--- src/rtl/cla_pkg.sv ---
// Shared configuration for the pipelined carry-look-ahead adder: defaults,
// stage payload layout and the WIDTH/GROUP legality check.
package cla_pkg;

   localparam int unsigned CLA_WIDTH = 16;
   localparam int unsigned CLA_GROUP = 4;

   // Payload carried by each pipeline stage at the default configuration.
   typedef struct packed {
      logic [CLA_WIDTH-1:0] psum;
      logic [CLA_WIDTH-1:0] a_rem;
      logic [CLA_WIDTH-1:0] b_rem;
      logic                 carry;
      logic                 c_msb;
      logic                 valid;
   } cla_stage_t;

   function automatic bit cla_cfg_ok(input int unsigned width, input int unsigned group);
      return (group != 0) && (width >= group) && ((width % group) == 0);
   endfunction

endpackage

--- src/rtl/cla_group.sv ---
// Combinational GROUP-bit look-ahead slice: every internal carry is a flat
// sum-of-products of generate/propagate terms, with no ripple inside the group.
module cla_group
   import cla_pkg::*;
#(
   parameter int unsigned GROUP = CLA_GROUP
) (
   input  logic [GROUP-1:0] a,
   input  logic [GROUP-1:0] b,
   input  logic             ci,
   output logic [GROUP-1:0] s,
   output logic             co,
   output logic             c_msb
);

   logic [GROUP-1:0] w_g;
   logic [GROUP-1:0] w_p;
   logic [GROUP:0]   w_c;

   assign w_g = a & b;
   assign w_p = a ^ b;

   // c[i+1] = ci&p[0..i] | sum over j of g[j]&p[j+1..i]
   always_comb begin
      logic w_acc;
      logic w_term;
      w_acc  = 1'b0;
      w_term = 1'b0;
      w_c    = '0;
      w_c[0] = ci;
      for (int unsigned i = 0; i < GROUP; i++) begin
         w_acc = ci;
         for (int unsigned j = 0; j <= i; j++) begin
            w_acc = w_acc & w_p[j];
         end
         for (int unsigned j = 0; j <= i; j++) begin
            w_term = w_g[j];
            for (int unsigned m = j + 1; m <= i; m++) begin
               w_term = w_term & w_p[m];
            end
            w_acc = w_acc | w_term;
         end
         w_c[i+1] = w_acc;
      end
   end

   assign s     = w_p ^ w_c[GROUP-1:0];
   assign co    = w_c[GROUP];
   assign c_msb = w_c[GROUP-1];

endmodule

--- src/rtl/cla_pipe_adder.sv ---
// Pipelined CLA adder: one GROUP-bit slice per stage, carry passed stage to stage,
// valid/ready on both sides. Define CLA_SUB_EN to add the sub (subtract) input.
module cla_pipe_adder
   import cla_pkg::*;
#(
   parameter int unsigned WIDTH = CLA_WIDTH,
   parameter int unsigned GROUP = CLA_GROUP
) (
   input  logic             clk,
   input  logic             rst,
   input  logic             in_valid,
   output logic             in_ready,
   input  logic [WIDTH-1:0] a,
   input  logic [WIDTH-1:0] b,
   input  logic             cin,
`ifdef CLA_SUB_EN
   input  logic             sub,
`endif
   output logic             out_valid,
   input  logic             out_ready,
   output logic [WIDTH-1:0] sum,
   output logic             cout,
   output logic             ovf
);

   localparam int unsigned NSTG = WIDTH / GROUP;

   if (!cla_cfg_ok(WIDTH, GROUP)) begin : g_cfg_err
      $error("cla_pipe_adder: WIDTH must be a positive multiple of GROUP");
   end

   // Same layout as cla_stage_t, sized by this instance's WIDTH.
   typedef struct packed {
      logic [WIDTH-1:0] psum;
      logic [WIDTH-1:0] a_rem;
      logic [WIDTH-1:0] b_rem;
      logic             carry;
      logic             c_msb;
      logic             valid;
   } stage_t;

   stage_t           r_stg [NSTG];
   stage_t           w_nxt [NSTG];
   logic             w_adv;
   logic [WIDTH-1:0] w_b_eff;
   logic             w_cin_eff;

`ifdef CLA_SUB_EN
   assign w_b_eff   = b ^ {WIDTH{sub}};
   assign w_cin_eff = cin ^ sub;
`else
   assign w_b_eff   = b;
   assign w_cin_eff = cin;
`endif

   assign w_adv    = !r_stg[NSTG-1].valid || out_ready;
   assign in_ready = w_adv;

   for (genvar k = 0; k < NSTG; k++) begin : g_stg
      logic [WIDTH-1:0] w_a_in;
      logic [WIDTH-1:0] w_b_in;
      logic [WIDTH-1:0] w_psum_in;
      logic [WIDTH-1:0] w_psum;
      logic [GROUP-1:0] w_s;
      logic             w_c_in;
      logic             w_v_in;
      logic             w_co;
      logic             w_cmsb;

      if (k == 0) begin : g_head
         assign w_a_in    = a;
         assign w_b_in    = w_b_eff;
         assign w_c_in    = w_cin_eff;
         assign w_psum_in = '0;
         assign w_v_in    = in_valid;
      end else begin : g_body
         assign w_a_in    = r_stg[k-1].a_rem;
         assign w_b_in    = r_stg[k-1].b_rem;
         assign w_c_in    = r_stg[k-1].carry;
         assign w_psum_in = r_stg[k-1].psum;
         assign w_v_in    = r_stg[k-1].valid;
      end

      cla_group #(.GROUP(GROUP)) u_group (
         .a     (w_a_in[GROUP*k +: GROUP]),
         .b     (w_b_in[GROUP*k +: GROUP]),
         .ci    (w_c_in),
         .s     (w_s),
         .co    (w_co),
         .c_msb (w_cmsb)
      );

      always_comb begin
         w_psum                    = w_psum_in;
         w_psum[GROUP*k +: GROUP]  = w_s;
      end

      assign w_nxt[k] = '{psum:  w_psum,
                          a_rem: w_a_in,
                          b_rem: w_b_in,
                          carry: w_co,
                          c_msb: w_cmsb,
                          valid: w_v_in};
   end

   // Bubbles shift like data; the whole pipe freezes on a stalled output.
   always_ff @(posedge clk or posedge rst) begin
      if (rst) begin
         for (int unsigned i = 0; i < NSTG; i++) begin
            r_stg[i] <= '0;
         end
      end else if (w_adv) begin
         r_stg <= w_nxt;
      end
   end

   assign sum       = r_stg[NSTG-1].psum;
   assign cout      = r_stg[NSTG-1].carry;
   assign ovf       = r_stg[NSTG-1].carry ^ r_stg[NSTG-1].c_msb;
   assign out_valid = r_stg[NSTG-1].valid;

endmodule

--- config.mk ---
export PLATFORM = sky130hd
export DESIGN_NAME = cla_pipe_adder
export DESIGN_NICKNAME = d
export VERILOG_FILES = /design/src/rtl/cla_pkg.sv /design/src/rtl/cla_group.sv /design/src/rtl/cla_pipe_adder.sv
export SDC_FILE = /design/constraint.sdc
export NUM_CORES = 1
export LEC_CHECK = 0
export ABC_AREA = 1
export BUFFER_PORTS_ARGS = -buffer_cell sky130_fd_sc_hd__buf_2
export CAP_MARGIN = 5
export CELL_PAD_IN_SITES_DETAIL_PLACEMENT = 1
export CELL_PAD_IN_SITES_GLOBAL_PLACEMENT = 1
export CORE_MARGIN = 8
export CORE_UTILIZATION = 47
export DETAILED_ROUTE_END_ITERATION = 8
export GPL_TIMING_DRIVEN = 1
export PLACE_DENSITY_LB_ADDON = 0.3
export SYNTH_ARGS = -nofsm -noshare
export SYNTH_HDL_FRONTEND = slang
export SYNTH_HIERARCHICAL = 1
export SYNTH_SLANG_ARGS = --single-unit
--- constraint.sdc ---
create_clock -name clk -period 5.6 [get_ports clk]
set_input_delay 0.28 -clock clk [delete_from_list [all_inputs] [get_ports clk]]
set_output_delay 0.28 -clock clk [all_outputs]
set_load 0.005 [all_outputs]
== After elaboration in Yosys (flattened, before gate mapping) ==
Index checks and enable logic that the tools add are counted.
Cells by class
  reductions and logical operators: 2
  bitwise operators: 93
Operator list (count)
  $and 1x1->1: 40
  $or 1x1->1: 40
  $xor 4x4->4: 8
  $and 4x4->4: 4
  $logic_not 1->1: 1
  $logic_or 1x1->1: 1
  $xor 1x1->1: 1
Storage, ports and cells
  logic and storage cells: 114
  bits in registers: 145
  bits of input ports: 37
  output and inout port bits: 20

== Longest topological paths before layout ==
Gate-level depths: netlist of run 1.
  depth after elaboration: 9
  gate-level depth with buffers: 9
  gate-level depth less buffers: 9

== By module ==
The synthesis of run 1 kept the hierarchy.
By module, submodules not included
  cla_pipe_adder: area each 3991.3 um^2, sequential area each 2427.3 um^2, cells an instance 438, times used 1
  cla_group (g_stg[0].u_group ...): area each 182.7 um^2, sequential area each 0.0 um^2, cells an instance 25, times used 3
  cla_group (g_stg[3].u_group): area each 197.7 um^2, sequential area each 0.0 um^2, cells an instance 29, times used 1

== Worst setup path after synthesis of run 1 ==
No wires, ideal clock.
  path kind: flip-flop to flip-flop
  from: register r_stg, in the netlist g_stg[2].w_a_in[8]
  to: register r_stg, in the netlist g_stg[3].w_psum_in[10]
  path buffers: 0
  stages on the path, launching flop included: 8
  period minus slack after synthesis: 1373 ps
  path slack: 4227 ps
  data required time: 5483 ps
  arrival: 1256 ps
  setup time: 117 ps
  cell sequence: dfrtp_1 > ha_1 > ha_1 > nand2_1 > nand3_2 > xor2_1 > nand2_1 > nand2_1
On the way
  cells in the longest elaborated chain, start to end: 6
  elaborated cells on any way between the ends: 8
  those cells by class: bitwise: 8
Ends and longest elaborated chain
  from (decl): line cla_pipe_adder.sv:42  | stage_t r_stg [NSTG];
  from (signal assigned): line cla_pipe_adder.sv:113  | r_stg <= w_nxt;
  $xor 4x4->4: line cla_group.sv:21  | assign w_p = a ^ b;
  $and 1x1->1 (2 in series): line cla_group.sv:34  | w_acc = w_acc & w_p[j];
  $or 1x1->1 * (2 in series): line cla_group.sv:41  | w_acc = w_acc | w_term;
  $xor 4x4->4 *: line cla_group.sv:47  | assign s = w_p ^ w_c[GROUP-1:0];
  net g_stg[2].w_s[2]: line cla_pipe_adder.sv:64  | logic [GROUP-1:0] w_s;
Mark *: on every way through the listed nets, which the timed path passes. The rest lies on a longest branch.
A chain may end at the register's enable or synchronous reset.

== Worst setup path in the final report of run 1 ==
  from: register r_stg, in the netlist out_valid
  to: output in_ready
On the way
  cells in the longest elaborated chain, start to end: 2
Ends and longest elaborated chain
  $logic_not 1->1: line cla_pipe_adder.sv:56  | assign w_adv = !r_stg[NSTG-1].valid || out_ready;
  $logic_or 1x1->1: line cla_pipe_adder.sv:56
  to (decl): line cla_pipe_adder.sv:12  | output logic in_ready,
No other way between the ends.

==> flow_summary.json, run 1 <==
{
  "dp_hpwl_um": 6410,
  "final_layout_size_suffix_gt1_frac": 0.149,
  "initial_utilization": 0.485,
  "yosysTopAreaCell": "dfrtp_1",
  "cts-resized-gates": 0,
  "maxCapViolations": 0,
  "numCtsBuffers": 9,
  "worstPathMaxFanout": 98,
  "grt_pass1_wl_um": 17700,
  "row_count": 36,
  "hp-class": "primary input to async pin",
  "finalSetupViolations": 0,
  "syn_to_final_growth_pct": 7.11,
  "die-area_um2": 13500,
  "fp.dieW_um": 116,
  "timing.final.max_slew_violations": 0,
  "synthTopCellsByArea": "dfrtp_1, nand2_1, nand3_1",
  "overflow": 0,
  "clkSlewWorstSetupHoldPaths_ns": 0.09,
  "drc": 0,
  "yosysWarnings": 6,
  "finalNonFillerCells": 702,
  "io_pins": 57,
  "final_antenna_net_count": 0,
  "portBuffers": 56,
  "netlist_area_um2": 4740,
  "nets": 625,
  "grt_pass1_vias": 3802,
  "wirelength_um": 10000,
  "fp.dieH_um": 116,
  "drtPass1Iterations": 4,
  "h-tree-depth": 3,
  "clock_latency_ns": 0.35,
  "max_freq_mhz": 347,
  "criticalPathCategory": "flip-flop to output pin",
  "rsz0062_at_grt": "false",
  "post_drt_wl_per_cell_um": 14.2,
  "cts_num_sinks": 97,
  "cts_tree": "yes",
  "synth-seq-cells": 97,
  "nFillCells": 1213,
  "layout_common_cells": "nand2_1, nand3_1, dfrtp_1",
  "layout_commonest_cell": "nand2_1",
  "gp_routability_congestion": 0.741,
  "synthCells": 542,
  "holdBufCountCts": 0,
  "synth_nets": 603,
  "status": "finished clean",
  "post-cts-setup-buffers": 0,
  "cts_max_path_buffers": 2,
  "core_um2": 9770,
  "cp.arrival_ns": 2.60,
  "ys_seq_area_frac": 0.512,
  "slew_headroom": 0.323,
  "tns_ns": 0,
  "r2r_slack_ns": 3.21,
  "worst_setup_path_start_kind": "flip-flop",
  "dp.cells": 686,
  "insertedDiodeCount": 0,
  "min_period_over_period": 0.515,
  "cts-root-buf": "clkbuf_8",
  "syn_area_per_cell_um2": 8.74,
  "grt_antenna_before_repair": 0,
  "grt_max_degree": 99,
  "leakage_nw": 2.79,
  "num_vias": 3491,
  "yosysUniqueCellTypes": 17,
  "drtIter0Drc": 243,
  "final_hold_viol_count": 0,
  "finClkSkew_ns": 0.0117,
  "ir_drop_mv": 0.238,
  "cp_data_required_time_ns": 5.32,
  "avgViaCountPerCell": 4.97,
  "tightest_slew_ns": 1.02,
  "cp-end-kind": "output pin",
  "cellPowerDensity_nw_per_um2": 529,
  "grtUsageTotal": 0.160,
  "netlist.area_leader.share": 0.512,
  "finalCriticalPeriod_ns": 2.88
}
==> power breakdown <==
part / internal, mW / switching [mW] / total, mW
Clock: 0.218 / 0.240 / 0.457
Combinational: 0.395 / 0.550 / 0.945
Sequential: 0.999 / 0.285 / 1.28
==> through the flow <==
step	setup WS, ns	cell area [µm²]	power, mW	util	hold slack (ns)
global placement	2.96	4880	2.18	0.499	0.403
finish	2.72	5070	2.69	0.519	0.00290
global route	2.46	5070	2.96	0.519	0.0338
floorplan	2.79	4740	2.06	-	0.390
CTS	2.65	5070	2.73	0.519	0.0197
detailed placement	2.95	4880	2.26	0.499	0.412
==> registers in the layout (all words and copies together) (netlist names) <==
signal	count
sum	16
g_stg.w_a_in	24
cout	1
g_stg.w_psum_in	24
out_valid	1
g_stg.w_v_in	3
g_stg.w_b_in	24
r_stg	1
g_stg.w_c_in	3
==> metal layers <==
layer	part of all wire	global-route usage	vias to the layer above
met4	0.011	0.0372	0
met5	0	0	-
met3	0.036	0.0352	8
li1	-	-	1748
met2	0.47	0.267	48
met1	0.48	0.206	1687
==> cell families (layout without fill, tap and decap cells) <==
group | Yosys count | after routing | synth area share
DFF | 97 | 97 | 0.512
adders and majority gates | 24 | 24 | 0.0697
xor gates and xnor gates | 9 | 9 | 0.0166
and+or+nand+nor | 342 | 342 | 0.314
buffers and inverters | 70 | 97 | 0.0874
==> critical path: stages (launching register included) <==
cell,delay (ns)
dfrtp_4,1.11
nand2_4,0.75
buf_2,0.37
==> final cells by class <==
class	count	area, µm²	area share
flip-flops and latches	97	2430	0.479
multi-input cells	375	1900	0.374
repair buffers	58	295	0.0582
well taps	133	166	0.0328
clock buffers	11	141	0.0279
inverters	23	88.8	0.0175
clock inverters	5	55.1	0.0109
==> synthesized netlist by cell type <==
master    instances
nand3_1         108
nand4_2           4
buf_4            22
ha_1             20
inv_2             1
buf_2            13
dfrtp_1          97
nand2_1         225
xnor2_1           1
buf_1             2
inv_1            22
xor2_1            8
clkbuf_1          3
nand2_4           1
fa_1              4
buf_6             7
nand3_2           4
==> worst paths after layout <==
kind | startpoint | endpoint | depth (start not counted)
max | out_valid$_DFFE_PP0P_ | in_ready | 2
min | rst | g_stg[1].w_b_in[5]$_DFFE_PP0P_ | 2
max reg2reg | out_valid$_DFFE_PP0P_ | g_stg[1].w_b_in[8]$_DFFE_PP0P_ | 3
min reg2reg | g_stg[2].w_psum_in[1]$_DFFE_PP0P_ | g_stg[3].w_psum_in[1]$_DFFE_PP0P_ | 2
max in group asynchronous | rst | out_valid$_DFFE_PP0P_ | 3
min in group clk | b[5] | g_stg[1].w_b_in[5]$_DFFE_PP0P_ | 3
No activity file was read; power rests on OpenSTA's default activity.
==> run 2: changes to the inputs <==
- CORE_UTILIZATION: 47 -> 44
- clock period: 5.6 -> 2.92 ns (I/O delays scaled with it)
==> run 2 against run 1 <==
Die area rose by 5.9%. Sequential power is 76% higher. First-iteration DRC count shrank 33%. Worst setup slack got worse by 1.8 ns. Flip-flop and latch count is the same. Clock skew fell by 0.0049 ns. Highest routed layer unchanged. Clock power is 130% higher. Cell count increased by 4.8%. Sequential share of layout area fell by 3.0 points. Cell area rose by 6.7%. Combinational power grew 120%. Total power increased by 99%. Largest power group unchanged.
==> flow_summary.json, run 2 (same netlist as run 1, synthesis figures left out) <==
{
  "nets": 652,
  "max_stage_delay_ns": 0.71,
  "dp_hpwl_um": 6020,
  "drtPass1Iterations": 4,
  "layout_setup_ws_ns": 0.947,
  "worst_setup_path_start_kind": "flip-flop",
  "fp.dieH_um": 120,
  "grt_pass1_vias": 3763,
  "grt_max_degree": 99,
  "drtIter0Drc": 163,
  "cp-end-kind": "output pin",
  "die-area_um2": 14300,
  "layout_common_cells": "nand2_1, nand3_1, dfrtp_1",
  "design_area_um2": 5410,
  "maxCapViolations": 0,
  "wirelength_um": 10100,
  "nFillCells": 1273,
  "row_count": 38,
  "whs_ns": 0.186,
  "avgViaCountPerCell": 4.89,
  "slew_headroom": 0.331,
  "finalCriticalPeriod_ns": 1.97,
  "status": "finished clean",
  "initial_utilization": 0.445,
  "grtUsageTotal": 0.149,
  "tns_ns": 0,
  "fin_util": 0.508,
  "insertedDiodeCount": 0,
  "cts-root-buf": "clkbuf_8",
  "num_vias": 3600,
  "min_period_over_period": 0.676,
  "path_cells": "nand2_4, buf_2",
  "final_hold_viol_count": 0,
  "fp.dieW_um": 120,
  "final_layout_size_suffix_gt1_frac": 0.144,
  "cts_tree": "yes",
  "drc": 0,
  "dpl_cell_area_um2": 4910,
  "finClkSkew_ns": 0.00679,
  "h-tree-depth": 3,
  "rsz0062_at_grt": "false",
  "overflow": 0,
  "numCtsBuffers": 9,
  "criticalPathCategory": "flip-flop to output pin",
  "io_pins": 57,
  "slowest_stage": "nand2_4",
  "syn_to_final_growth_pct": 14.2,
  "grt_antenna_before_repair": 0,
  "worstPathMaxFanout": 98,
  "portBuffers": 56,
  "ir_drop_mv": 0.797,
  "gp_routability_congestion": 0.781,
  "pre_cts_ws_ns": 1.31,
  "dp.cells": 694,
  "cellPowerDensity_nw_per_um2": 988,
  "final_antenna_net_count": 0,
  "max_freq_mhz": 507,
  "core_um2": 10700,
  "tightest_slew_ns": 1.00,
  "grt_pass1_wl_um": 17800,
  "timing.final.max_slew_violations": 0,
  "hp-class": "primary input to flip-flop",
  "post_drt_wl_per_cell_um": 13.7,
  "clkSlewWorstSetupHoldPaths_ns": 0.09,
  "finalNonFillerCells": 736,
  "cts_max_path_buffers": 2,
  "multiInputGateArea_um2": 1900,
  "cp_data_required_time_ns": 2.77,
  "finalSetupViolations": 0,
  "finalPower_mw": 5.34,
  "cp.arrival_ns": 1.83,
  "layout_commonest_cell": "nand2_1",
  "clock_latency_ns": 0.36,
  "cts_num_sinks": 97,
  "leakage_nw": 2.94,
  "regArea_um2": 2430
}
[run 2: worst paths after layout]
| path | to | cells after the start | slack, ns | start |
|---|---|---|---|---|
| worst max-delay path | in_ready | 2 | 0.95 | out_valid$_DFFE_PP0P_ |
| worst min-delay path | g_stg[1].w_psum_in[0]$_DFFE_PP0P_ | 4 | 0.19 | cin |
| worst max register to register | g_stg[1].w_a_in[13]$_DFFE_PP0P_ | 3 | 1.30 | out_valid$_DFFE_PP0P_ |
| worst min register to register | g_stg[2].w_psum_in[3]$_DFFE_PP0P_ | 2 | 0.48 | g_stg[1].w_psum_in[3]$_DFFE_PP0P_ |
| max in group asynchronous | g_stg[1].w_a_in[14]$_DFFE_PP0P_ | 4 | 1.81 | rst |
| min in group asynchronous | g_stg[1].w_b_in[4]$_DFFE_PP0P_ | 3 | 0.44 | rst |
[run 2: area by class of cell]
cell class                 instances  area share
multi-input combinational        375       0.350
inverter                          23      0.0164
clock inverter                     5      0.0192
timing repair buffer              85       0.106
tap                              140      0.0324
clock buffer                      11      0.0261
sequential                        97       0.449
[run 2: worst max-delay path, delay by kind of cell (launching register included)]
family | cells | cell delay (ns)
and+or+nand+nor | 1 | 0.71
DFF | 1 | 0.50
buffers and inverters | 1 | 0.26
[run 2: report_power, final]
group          internal, mW  switching (mW)
combinational         0.789            1.25
sequential             1.92           0.330
clock                 0.593           0.458
[run 2: layer usage]
| metal | vias up | GRT usage | wire length, µm | share of wire |
|---|---|---|---|---|
| met5 | - | 0 | 0 | 0 |
| met4 | 0 | 0.0609 | 129 | 0.013 |
| met3 | 9 | 0.0329 | 323 | 0.032 |
| met2 | 47 | 0.238 | 4810 | 0.48 |
| met1 | 1740 | 0.193 | 4800 | 0.48 |
| li1 | 1804 | - | - | - |
[run 2: what timing repair did]
action | 4_1_cts | 5_1_grt
gates resized for setup | 0 | 0
endpoints found under the setup margin | 0 | 0
hold endpoints to repair | 76 | 1
buffers inserted | 0 | 0
hold buffers | 25 | 1
